$ cat config.mk
export PLATFORM = sky130hd
export DESIGN_NAME = alu_arbiter
export DESIGN_NICKNAME = d
export VERILOG_FILES = /design/src/rtl/alu_pkg.sv /design/src/rtl/rr_arb2.sv /design/src/rtl/alu_arbiter.sv
export SDC_FILE = /design/constraint.sdc
export NUM_CORES = 1
export LEC_CHECK = 0
export BUFFER_PORTS_ARGS = -buffer_cell sky130_fd_sc_hd__buf_2
export CORE_UTILIZATION = 35
export DETAILED_ROUTE_END_ITERATION = 8
export PLACE_DENSITY_LB_ADDON = 0.1
export SYNTH_ARGS = -nofsm -noshare
export SYNTH_HDL_FRONTEND = slang
export SYNTH_HIERARCHICAL = 1
export SYNTH_SLANG_ARGS = --single-unit
$ cat constraint.sdc
create_clock -name clock -period 4.6 [get_ports clock]
set_input_delay 0.69 -clock clock [delete_from_list [all_inputs] [get_ports clock]]
set_output_delay 0.69 -clock clock [all_outputs]
set_load 0.005 [all_outputs]
$ cat src/rtl/alu_pkg.sv
// Shared definitions for the ALU arbiter slice: opcodes, FSM encoding, latency defaults.
// Also holds the latched-request record and a small one-hot helper.
package alu_pkg;

   localparam logic [1:0] OP_ADD     = 2'b00;
   localparam logic [1:0] OP_SUB     = 2'b01;
   localparam logic [1:0] OP_MULT    = 2'b10;
   localparam logic [1:0] OP_ILLEGAL = 2'b11;

   localparam logic [1:0] ST_IDLE    = 2'd0;
   localparam logic [1:0] ST_RUN     = 2'd1;
   localparam logic [1:0] ST_CAPTURE = 2'd2;
   localparam logic [1:0] ST_RESP    = 2'd3;

   localparam int unsigned MULT_CYCLES_DEFAULT   = 17;
   localparam int unsigned ADDSUB_CYCLES_DEFAULT = 1;

   typedef struct packed {
      logic [1:0]  op;
      logic [15:0] a;
      logic [15:0] b;
      logic        owner;
   } req_t;

   function automatic logic [1:0] onehot2(input logic idx);
      return idx ? 2'b10 : 2'b01;
   endfunction

endpackage

$ cat src/rtl/rr_arb2.sv
// Two-input round-robin arbiter: combinational grant from valid and the last owner.
// The parent keeps i_last and updates it on each accepted request.
module rr_arb2 (
   input  logic [1:0] i_valid,
   input  logic       i_last,
   output logic [1:0] o_grant,
   output logic       o_winner
);

   always_comb begin
      o_grant = '0;
      unique case (i_valid)
         2'b01:   o_grant = 2'b01;
         2'b10:   o_grant = 2'b10;
         // Contention: the requester that did not win last time goes first.
         2'b11:   o_grant = i_last ? 2'b01 : 2'b10;
         default: o_grant = '0;
      endcase
   end

   assign o_winner = o_grant[1];

endmodule

$ cat src/rtl/alu_arbiter.sv
// Shares one external ALU between two requesters with round-robin arbitration,
// holds the ALU inputs for the operation latency and returns the captured result.
module alu_arbiter
   import alu_pkg::*;
#(
   parameter int unsigned MULT_CYCLES   = MULT_CYCLES_DEFAULT,
   parameter int unsigned ADDSUB_CYCLES = ADDSUB_CYCLES_DEFAULT
) (
   input  logic        clock,
   input  logic        reset,
   input  logic [1:0]  req_valid,
   output logic [1:0]  req_ready,
   input  logic [3:0]  req_op,
   input  logic [31:0] req_a,
   input  logic [31:0] req_b,
   output logic [1:0]  rsp_valid,
   output logic [15:0] rsp_data,
   output logic        rsp_err,
   output logic [15:0] alu_operand_1,
   output logic [15:0] alu_operand_2,
   output logic [1:0]  alu_op_select,
   output logic        alu_enable,
   input  logic [15:0] alu_result
);

   localparam int unsigned CW = $clog2(MULT_CYCLES);
   localparam logic [CW-1:0] MULT_LOAD   = CW'(MULT_CYCLES - 1);
   localparam logic [CW-1:0] ADDSUB_LOAD = CW'(ADDSUB_CYCLES - 1);

   logic [1:0]    r_state;
   logic          r_last;
   req_t          r_req;
   logic [CW-1:0] r_cnt;
   logic [15:0]   r_rsp_data;
   logic          r_err;

   logic [1:0]    w_arb_valid;
   logic [1:0]    w_grant;
   logic          w_owner;
   logic          w_hs;
   logic [1:0]    w_op;
   logic [15:0]   w_a;
   logic [15:0]   w_b;
   logic          w_drive;

   // Arbitration is only offered in IDLE and never while reset is asserted.
   assign w_arb_valid = (!reset && r_state == ST_IDLE) ? req_valid : 2'b00;

   rr_arb2 u_arb (
      .i_valid  (w_arb_valid),
      .i_last   (r_last),
      .o_grant  (w_grant),
      .o_winner (w_owner)
   );

   assign req_ready = w_grant;
   assign w_hs      = |w_grant;
   assign w_op      = w_owner ? req_op[3:2]  : req_op[1:0];
   assign w_a       = w_owner ? req_a[31:16] : req_a[15:0];
   assign w_b       = w_owner ? req_b[31:16] : req_b[15:0];

   always_ff @(posedge clock) begin
      if (reset) begin
         r_state    <= ST_IDLE;
         r_last     <= 1'b1;
         r_req      <= '0;
         r_cnt      <= '0;
         r_rsp_data <= '0;
         r_err      <= 1'b0;
      end else begin
         unique case (r_state)
            ST_IDLE: begin
               if (w_hs) begin
                  r_req  <= '{op: w_op, a: w_a, b: w_b, owner: w_owner};
                  r_last <= w_owner;
                  if (w_op == OP_ILLEGAL) begin
                     r_err      <= 1'b1;
                     r_rsp_data <= '0;
                     r_state    <= ST_RESP;
                  end else begin
                     r_err   <= 1'b0;
                     r_cnt   <= (w_op == OP_MULT) ? MULT_LOAD : ADDSUB_LOAD;
                     r_state <= ST_RUN;
                  end
               end
            end
            ST_RUN: begin
               if (r_cnt == '0) begin
                  r_state <= ST_CAPTURE;
               end else begin
                  r_cnt <= r_cnt - 1'b1;
               end
            end
            ST_CAPTURE: begin
               r_rsp_data <= alu_result;
               r_state    <= ST_RESP;
            end
            ST_RESP: begin
               r_state <= ST_IDLE;
            end
            default: begin
               r_state <= ST_IDLE;
            end
         endcase
      end
   end

   assign w_drive       = (r_state == ST_RUN) || (r_state == ST_CAPTURE);
   assign alu_operand_1 = w_drive ? r_req.a  : '0;
   assign alu_operand_2 = w_drive ? r_req.b  : '0;
   assign alu_op_select = w_drive ? r_req.op : OP_ADD;
   assign alu_enable    = (r_state == ST_CAPTURE);

   assign rsp_valid = (r_state == ST_RESP) ? onehot2(r_req.owner) : 2'b00;
   assign rsp_err   = (r_state == ST_RESP) && r_err;
   assign rsp_data  = r_rsp_data;

endmodule

Yosys cells after proc, flatten, opt, wreduce, memory -nomap -nowiden
Index checks and enable logic that the tools add are counted.
Widths: inputs -> output; s select.
- output and inout bits: 56
- word-level logic and storage cells: 60
- register bits: 60
- input port bits: 88
- add/subtract/negate cells: 1
- reduce and logical (&&, ||, !) cells: 13
- equality and inequality tests: 13
- mux-type cells: 24
- operators with widths (kind ; number):
    $mux 16 ; 6
    $pmux 16 s2 ; 1
    $mux 5 ; 4
    $mux 2 ; 9
    $eq 2x2->1 const B ; 6
    $pmux 5 s2 ; 1
    $ne 2x2->1 const B ; 4
    $pmux 2 s4 ; 1
    $pmux 2 s3 ; 1
    $logic_not 5->1 ; 1
    $sub 5x1->5 const B ; 1
    $eq 2x1->1 const B ; 2
    $reduce_and 2->1 ; 2
    $reduce_and 4->1 ; 1
    $reduce_bool 2->1 ; 2
    $reduce_and 3->1 ; 1
    $logic_and 1x1->1 ; 2
    $logic_not 2->1 ; 1
    $ne 2x1->1 const B ; 1
    $reduce_or 2->1 ; 1
    $logic_not 1->1 ; 1
    $logic_or 1x1->1 ; 1
    $mux 1 ; 1

Depth between registers and ports, before layout
Gate-level depths: netlist of the first run.
- word-level depth: 11
- mapped depth: 14
- mapped depth without buffers: 9

Cells and area by module
The synthesis of the first run kept the hierarchy.
- by module, submodules not included (module ; sequential area each (um2) ; area an instance (um2) ; cells an instance ; times used):
    alu_arbiter ; 1201.2 ; 3179.3 ; 342 ; 1
    rr_arb2 ; 0.0 ; 26.3 ; 4 ; 1

Least setup slack after synthesis of the first run
OpenSTA, ideal clock, no wires.
- path kind: reg-to-reg
- from: reg r_state[0]
- to: reg r_cnt[1]
- data arrival time: 2.532 ns
- clock period less this slack: 2.665 ns
- buffers on the path: 3
- cell stages (with the launch flop): 13
- setup time: 0.133 ns
- setup slack: 1.935 ns
- data required time: 4.467 ns
- cell sequence: dfxtp_1 inv_1 ha_1 inv_2 clkbuf_1 buf_2 nor3b_1 a21boi_0 buf_4 o21ai_2 o31a_1 a21oi_1 o32ai_1
- cells in the longest elaborated chain, start to end: 9
- elaborated cells between the ends (all ways): 17
- classes of those cells: eq/ne (8); mux (4); reduce/logical (5)
- ends and longest elaborated chain (element ; line ; RTL):
    from (decl) ; alu_arbiter.sv:30 ; logic [1:0] r_state;
    from (signal assigned) ; alu_arbiter.sv:64 ; r_state <= ST_IDLE;
    from (signal assigned) ; alu_arbiter.sv:79 ; r_state <= ST_RESP;
    from (signal assigned) ; alu_arbiter.sv:83 ; r_state <= ST_RUN;
    $logic_not 2->1 * ; alu_arbiter.sv:47 ; assign w_arb_valid = (!reset && r_state == ST_IDLE) ? req_valid : 2'b00;
    $logic_and 1x1->1 * ; alu_arbiter.sv:47 ;
    $mux 2 * ; alu_arbiter.sv:47 ;
    via w_arb_valid[1] ; alu_arbiter.sv:37 ; logic [1:0] w_arb_valid;
    $eq 2x2->1 or $eq 2x1->1 (tied branches) ; rr_arb2.sv:12 ; unique case (i_valid)
    $pmux 2 s3 * ; rr_arb2.sv:12 ;
    via w_owner ; alu_arbiter.sv:39 ; logic w_owner;
    $mux 2 ; alu_arbiter.sv:58 ; assign w_op = w_owner ? req_op[3:2] : req_op[1:0];
    $eq 2x2->1 ; alu_arbiter.sv:76 ; if (w_op == OP_ILLEGAL) begin
    $ne 2x2->1 (no line) ; n/a ;
    $reduce_and 4->1 (no line) * ; n/a ;
    to (signal assigned) ; alu_arbiter.sv:82 ; r_cnt <= (w_op == OP_MULT) ? MULT_LOAD : ADDSUB_LOAD;
    to (signal assigned) ; alu_arbiter.sv:91 ; r_cnt <= r_cnt - 1'b1;
    to (decl) ; alu_arbiter.sv:33 ; logic [CW-1:0] r_cnt;
The timed path passes the listed nets; every way through them passes the cells marked *.
A chain may end at the register's enable or synchronous reset.

Final worst setup path of the first run
- from: reg r_state[0]
- to: out req_ready[1]
- cells in the longest elaborated chain, start to end: 5
- elaborated cells between the ends (all ways): 7
- classes of those cells: eq/ne (3); mux (2); reduce/logical (2)
- ends and longest elaborated chain (element ; line ; RTL):
    $logic_not 2->1 * ; alu_arbiter.sv:47 ;
    $logic_and 1x1->1 * ; alu_arbiter.sv:47 ;
    $mux 2 * ; alu_arbiter.sv:47 ;
    via w_arb_valid[1] ; alu_arbiter.sv:37 ;
    $eq 2x2->1 or $eq 2x1->1 (tied branches) ; rr_arb2.sv:12 ;
    $pmux 2 s3 * ; rr_arb2.sv:12 ;
    to (decl) ; alu_arbiter.sv:12 ; output logic [1:0] req_ready,
Marked as above.

==> impl_metrics.json, run 1 <==
{
  "req_time_crit_path_ns": 3.91,
  "cap_violations": 0,
  "synth_flop_cell": "dfxtp_1",
  "layout-area-overhead-vs-synth_pct": 28.3,
  "timing.setup.critical_path_class": "reg -> out",
  "fill_cells": 892,
  "clock_buffers_created_by_tritoncts": 9,
  "synth_cell_types": 46,
  "synth-edff-count": 0,
  "grt.overflow.total": 0,
  "drive_gt1_share_pct": 40.4,
  "maxSlewViolCount": 0,
  "route.detailed.wl_per_inst_um": 13.7,
  "timing.final.setup_violations": 0,
  "maxClockFrequency_ghz": 0.275,
  "place.detailed.hpwl_um": 5660,
  "drt_drc_violations_left": 8,
  "critical_path_arrival_ns": 2.95,
  "vdd_ir_drop_max_mv": 0.176,
  "cellLeakagePower_uw": 0.00178,
  "synth_top_family_by_area": "simple AND/OR/NAND/NOR gates",
  "groute.usage.overall_pct": 17.2,
  "first_iter_violations": 124,
  "dieArea_um2": 9550,
  "critical-path-slowest-cell": "a21boi_4",
  "cp-end-kind": "output pin",
  "hold_viol_final": 0,
  "synthesis.instances": 346,
  "critical_path.max_fanout": 23,
  "tritoncts": "yes",
  "postSynthAreaPerCell_um2": 9.26,
  "n_antenna_cell": 0,
  "layout_min_cycle_time_ns": 3.64,
  "vias_in_the_first_global_route": 2731,
  "yosys-top-cells-area": "dfxtp_1, mux2i_1, a211oi_1, and2_1, nor2_1",
  "postPlaceCellArea_um2": 3930,
  "xor_and_xnor_area_share_after_synthesis_pct": 0,
  "synth_fa_ha_area_share_pct": 2.34,
  "finalNetCount": 568,
  "ys_seq_elements": 60,
  "clock_tree.htree_level_count": 3,
  "aggregate_routed_wire_length_um": 8030,
  "skew_ns": 0.0129,
  "timing.slew.headroom_pct": 38.7,
  "layout_worst_path_cycle_share_pct": 79.2,
  "count_of_clock_tree_sinks": 60,
  "die-width_um": 97.7,
  "post-cts-setup-buffer-count": 0,
  "post-route-cell-area_um2": 4110,
  "globalplace.congestion": 0.766,
  "use_met3_pct": 3.74,
  "start_util_pct": 36.4,
  "synthesis.area_um2": 3210,
  "worstMarginPinSlew_ns": 0.919,
  "antenna_found_initial": 0,
  "num_vias": 2876,
  "synthMuxAreaShare_pct": 10.9,
  "hold_path_cell_cnt": 1,
  "yosys.area_share.simple_pct": 21.9,
  "grt_util_met1_pct": 22.1,
  "yosysWarnings": 6,
  "placement.io_buffers": 143,
  "status": "finished, violations left",
  "grt_util_met2_pct": 27.8,
  "hold_class": "reg -> reg",
  "ff2ff_path_depth": 9,
  "setup_tns_ns": 0,
  "async_flop_share_pct": 0,
  "postCtsResizedCells": 0,
  "placeableCoreArea_um2": 8810,
  "insertion_delay_ns": 0.34,
  "synth_top_cell_area_share_pct": 37.5,
  "synth_sequential_area_ratio_pct": 37.5,
  "clkSlewWorstSetupHoldPaths_ns": 0.06,
  "yosys.cell_count.top_type": "dfxtp_1",
  "synth_compound_area_share_pct": 21.2,
  "hold_ws_ns": 0.458,
  "powerDensity_nw_per_um2": 485,
  "grt_pass1_wl_um": 13100,
  "chipHeight_um": 97.7,
  "drt_pass1_iterations": 6,
  "clock_path_buffers": 2,
  "grt_max_degree": 57,
  "timing.critical_path.slowest_cell_delay_ns": 0.73,
  "global_route.peak_usage_layer": "met2",
  "ant_nets": 0,
  "core.rowCount": 34,
  "drt-vias-per-instance": 4.91,
  "postCtsHoldBufs": 0,
  "io_pins": 144,
  "violations": "design-rule violations",
  "rsz_0062_raised_after_global_routing": "no",
  "launching_element_type_of_the_critical_path": "register",
  "synth_common_cells": "dfxtp_1, nor2_1, and2_1",
  "postSynthNetCount": 440,
  "crit_chain": "inv_1, ha_1, inv_2, nor3b_1, a21boi_4, buf_4, buf_2",
  "clock-root-buffer": "clkbuf_8",
  "netlist.top_cell.by_area": "dfxtp_1"
}
-- worst max-delay path, delay by kind of cell, from the launching register on --
family	cells	cell delay, ns
buffers and inverters	4	0.99
AO/OA/AOI/OAI	1	0.73
flip-flops	1	0.33
AND/OR/NAND/NOR	1	0.32
adder cells (fa/ha/maj)	1	0.25
-- state kept, by name, summed over array words and instances, names as in the netlist --
register  cells
rsp_data     16
r_err         1
r_state       2
r_cnt         5
r_req        35
r_last        1
-- final timing paths --
path,end,startpoint,slack [ns]
worst max-delay path,req_ready[1],r_state[0],0.96
worst min-delay path,r_err,r_err,0.46
worst max register to register,rsp_data[9],r_state[0],1.20
worst min register to register,r_err,r_err,0.46
-- per-layer routing --
metal / share of wire [%] / vias to the layer above
li1: - / 1496
met1: 46 / 1283
met2: 47 / 85
met3: 4.9 / 12
met4: 1.7 / 0
met5: 0 / -
-- cells in the final DEF, fill, tap and decap left out, drive strengths merged, types with 2 or more instances in the layout --
cell,instances
a211oi,35
a21boi,2
a21oi,21
a31oi,4
and2,36
buf,147
clkbuf,14
dfxtp,60
ha,6
inv,7
mux2i,35
nand2,5
nand2b,5
nand3,19
nand3b,3
nor2,39
nor3,2
nor3b,2
nor4b,2
o211ai,16
o21a,2
o21ai,5
o22ai,2
-- through the flow --
step	setup WS [ns]	instances	utilization, %	power (uW)
2_1_floorplan	1.93	346	-	1340
3_3_place_gp	1.32	571	44.6	1560
3_5_place_dp	1.20	571	44.6	1570
4_1_cts	0.919	586	46.7	2030
5_1_grt	0.733	586	46.7	2160
6_report	0.958	586	46.7	2000
-- kinds of logic (layout without fill, tap and decap cells) --
logic type	count (synthesis)	count (layout)
AOI/OAI and AO/OA	90	90
adders and majority gates	6	6
buffers and inverters	37	169
DFF	60	60
muxes	35	35
and+or+nand+nor	118	118
-- layout make-up --
cell class / instances / area (um2) / area share, %
timing repair buffer: 147 / 746 / 18.1
multi-input combinational: 249 / 1820 / 44.2
inverter: 7 / 26.3 / 0.639
clock buffer: 14 / 183 / 4.44
tap: 108 / 135 / 3.28
clock inverter: 1 / 5.00 / 0.122
sequential: 60 / 1200 / 29.2
-- report_power, final --
| group | internal [uW] | switching (uW) | leakage, uW |
|---|---|---|---|
| registers | 643 | 60.8 | 0.000490 |
| clock network | 251 | 199 | 0.0000986 |
| logic | 341 | 501 | 0.00120 |
| total | 1240 | 760 | 0.00178 |
(Power assumes the default switching activity.)
==> inputs of run 2 (changes only) <==
--- a/config.mk
+++ b/config.mk
@@ -5,6 +5,7 @@
 export SDC_FILE = /design/constraint.sdc
 export NUM_CORES = 1
 export LEC_CHECK = 0
+export ABC_AREA = 1
 export BUFFER_PORTS_ARGS = -buffer_cell sky130_fd_sc_hd__buf_2
 export CORE_UTILIZATION = 35
 export DETAILED_ROUTE_END_ITERATION = 8
==> constraint.sdc (replaced) <==
create_clock -name clock -period 3.5 [get_ports clock]
set_input_delay 0.525 -clock clock [delete_from_list [all_inputs] [get_ports clock]]
set_output_delay 0.525 -clock clock [all_outputs]
set_load 0.005 [all_outputs]
==> impl_metrics.json, run 2 <==
{
  "ff2ff_path_depth": 14,
  "num_vias": 3266,
  "synthesis.area_um2": 3040,
  "clock_tree.htree_level_count": 3,
  "regMostFlops": "r_req",
  "grt_util_met2_pct": 31.3,
  "grt_util_met1_pct": 23.9,
  "core.rowCount": 33,
  "critical-path-slowest-cell": "ha_1",
  "antenna_found_initial": 0,
  "clock_path_buffers": 2,
  "min_to": "rsp_data[15]",
  "grt.overflow.total": 0,
  "setup_tns_ns": 0,
  "synth_flop_cell": "dfxtp_1",
  "rsz_0062_raised_after_global_routing": "no",
  "synth_top_cell_area_share_pct": 39.5,
  "postSynthNetCount": 539,
  "n_antenna_cell": 0,
  "synth_sequential_area_ratio_pct": 39.5,
  "synth-edff-count": 0,
  "crit_path_frequent_cell": "inv_1",
  "holdCritStartpoint": "alu_result[15]",
  "postCtsHoldBufs": 0,
  "mostFrequentLayoutCells": "buf_2, nand2_1, dfxtp_1",
  "drive_gt1_share_pct": 32.2,
  "crit_chain": "inv_1, ha_1, buf_4, nand2_1, inv_1, buf_2",
  "comb_power_share_pct": 41.7,
  "hold_ws_ns": 0.412,
  "clkSlewWorstSetupHoldPaths_ns": 0.08,
  "cap_violations": 0,
  "status": "complete, no violations",
  "drt_pass1_iterations": 4,
  "io_pins": 144,
  "insertion_delay_ns": 0.34,
  "clock-root-buffer": "clkbuf_8",
  "clkPwrFrac_pct": 22.2,
  "worstReg2RegStart": "r_state[0]",
  "vias_in_the_first_global_route": 3069,
  "layout-area-overhead-vs-synth_pct": 31.0,
  "finalPower_uw": 2740,
  "cp-end-kind": "output pin",
  "clock_buffers_created_by_tritoncts": 9,
  "vdd_ir_drop_max_mv": 0.286,
  "drt_drc_violations_left": 0,
  "place.detailed.hpwl_um": 5900,
  "critical_path.max_fanout": 28,
  "globalplace.congestion": 0.778,
  "placement.io_buffers": 143,
  "layout_worst_path_cycle_share_pct": 80.8,
  "post-cts-setup-buffer-count": 0,
  "placeableCoreArea_um2": 8300,
  "timing.final.setup_violations": 0,
  "yosysWarnings": 6,
  "route.detailed.wl_per_inst_um": 12.2,
  "maxSlewViolCount": 0,
  "first_iter_violations": 144,
  "finalNetCount": 670,
  "hold_path_cell_cnt": 3,
  "cellLeakagePower_uw": 0.00224,
  "drt-vias-per-instance": 4.76,
  "groute.usage.overall_pct": 19.1,
  "use_met3_pct": 4.31,
  "skew_ns": 0.00990,
  "synthesis.instances": 445,
  "synth_cell_types": 30,
  "timing.setup.critical_path_class": "reg -> out",
  "ys_seq_elements": 60,
  "critical_path_arrival_ns": 2.30,
  "powerDensity_nw_per_um2": 687,
  "worstReg2RegEnd": "rsp_data[8]",
  "grt_pass1_wl_um": 13500,
  "aggregate_routed_wire_length_um": 8380,
  "r2r_slack_ns": 0.94,
  "dieArea_um2": 9070,
  "yosys.cell_count.top_type": "nand2_1",
  "count_of_clock_tree_sinks": 60,
  "postSynthAreaPerCell_um2": 6.84,
  "internal-power_uw": 1630,
  "mostFrequentLayoutCell": "buf_2",
  "power.share.sequential_pct": 36.2,
  "net_switching_fraction_of_the_power_pct": 40.3,
  "total_switching_power_uw": 1100,
  "global_route.peak_usage_layer": "met2",
  "layout_min_cycle_time_ns": 2.83,
  "async_flop_share_pct": 0,
  "tritoncts": "yes",
  "timing.critical_path.slowest_cell_delay_ns": 0.95,
  "netlist.top_cell.by_area": "dfxtp_1",
  "chipHeight_um": 95.3,
  "req_time_crit_path_ns": 2.97,
  "yosys-top-cells-area": "dfxtp_1, nand2_1, a31oi_1, o21ai_0, inv_1",
  "worstMarginPinSlew_ns": 0.988,
  "postCtsResizedCells": 0,
  "launching_element_type_of_the_critical_path": "register",
  "post-route-worst-setup-slack_ns": 0.672,
  "grt_max_degree": 48,
  "ant_nets": 0,
  "maxClockFrequency_ghz": 0.354,
  "hold_class": "in -> reg",
  "timing.slew.headroom_pct": 34.2,
  "start_util_pct": 36.7,
  "placement.setup.worst_slack_ns": 0.856,
  "largest_register_ff_count": 35,
  "die-width_um": 95.3,
  "hold_viol_final": 0,
  "synth_common_cells": "nand2_1, dfxtp_1, inv_1"
}
## run 2: layout make-up
type	instances	area (um2)
multi-input cells	303	1490
well taps	105	131
inverters	53	209
clock inverters	7	67.6
fillers	884	4310
flip-flops and latches	60	1200
repair buffers	149	761
clock buffers	9	124
## run 2: power by group through the flow
stage	Combinational, uW	Clock, uW	Sequential (uW)
after CTS	1150	624	989
final	1140	607	990
after global placement	1140	0	1000
after global routing	1310	659	1020
after floorplan	817	0	983
after detailed placement	1150	0	1000
## run 2: logic make-up after synthesis
logic type	synth area share, %
adder cells (fa/ha/maj)	2.47
XOR/XNOR	0.288
flip-flops	39.5
AO/OA/AOI/OAI	21.2
AND/OR/NAND/NOR	24.7
buffers and inverters	11.8
## run 2: metal layers
layer / part of all wire (%) / up-vias
met4: 1.7 / 0
met2: 45 / 104
met1: 47 / 1462
met3: 6.5 / 13
met5: 0 / -
li1: - / 1687
## run 2: critical path: cells and delay by family (launching register included)
kind,cells,cell delay (ns)
DFF,1,0.38
buffers and inverters,4,0.57
adders and majority gates,1,0.95
and+or+nand+nor,1,0.06
## run 2: how the worst max path moves through the flow
stage / slack [ns] / endpoint / from
2_1_floorplan: 1.11 / rsp_data[0] / reset
3_3_place_gp: 0.92 / rsp_data[8] / reset
3_5_place_dp: 0.86 / rsp_data[6] / reset
4_1_cts: 0.65 / alu_operand_1[1] / r_state[0]
5_1_grt: 0.46 / alu_operand_1[9] / r_state[0]
6_report: 0.67 / alu_operand_1[1] / r_state[0]
## run 2: stage by stage
stage	utilization, %	instance area (um2)	instances
final	48.0	3990	686
after global routing	48.0	3990	686
after CTS	48.0	3990	686
after detailed placement	45.7	3800	670
after global placement	45.7	3800	670
after floorplan	-	3040	445
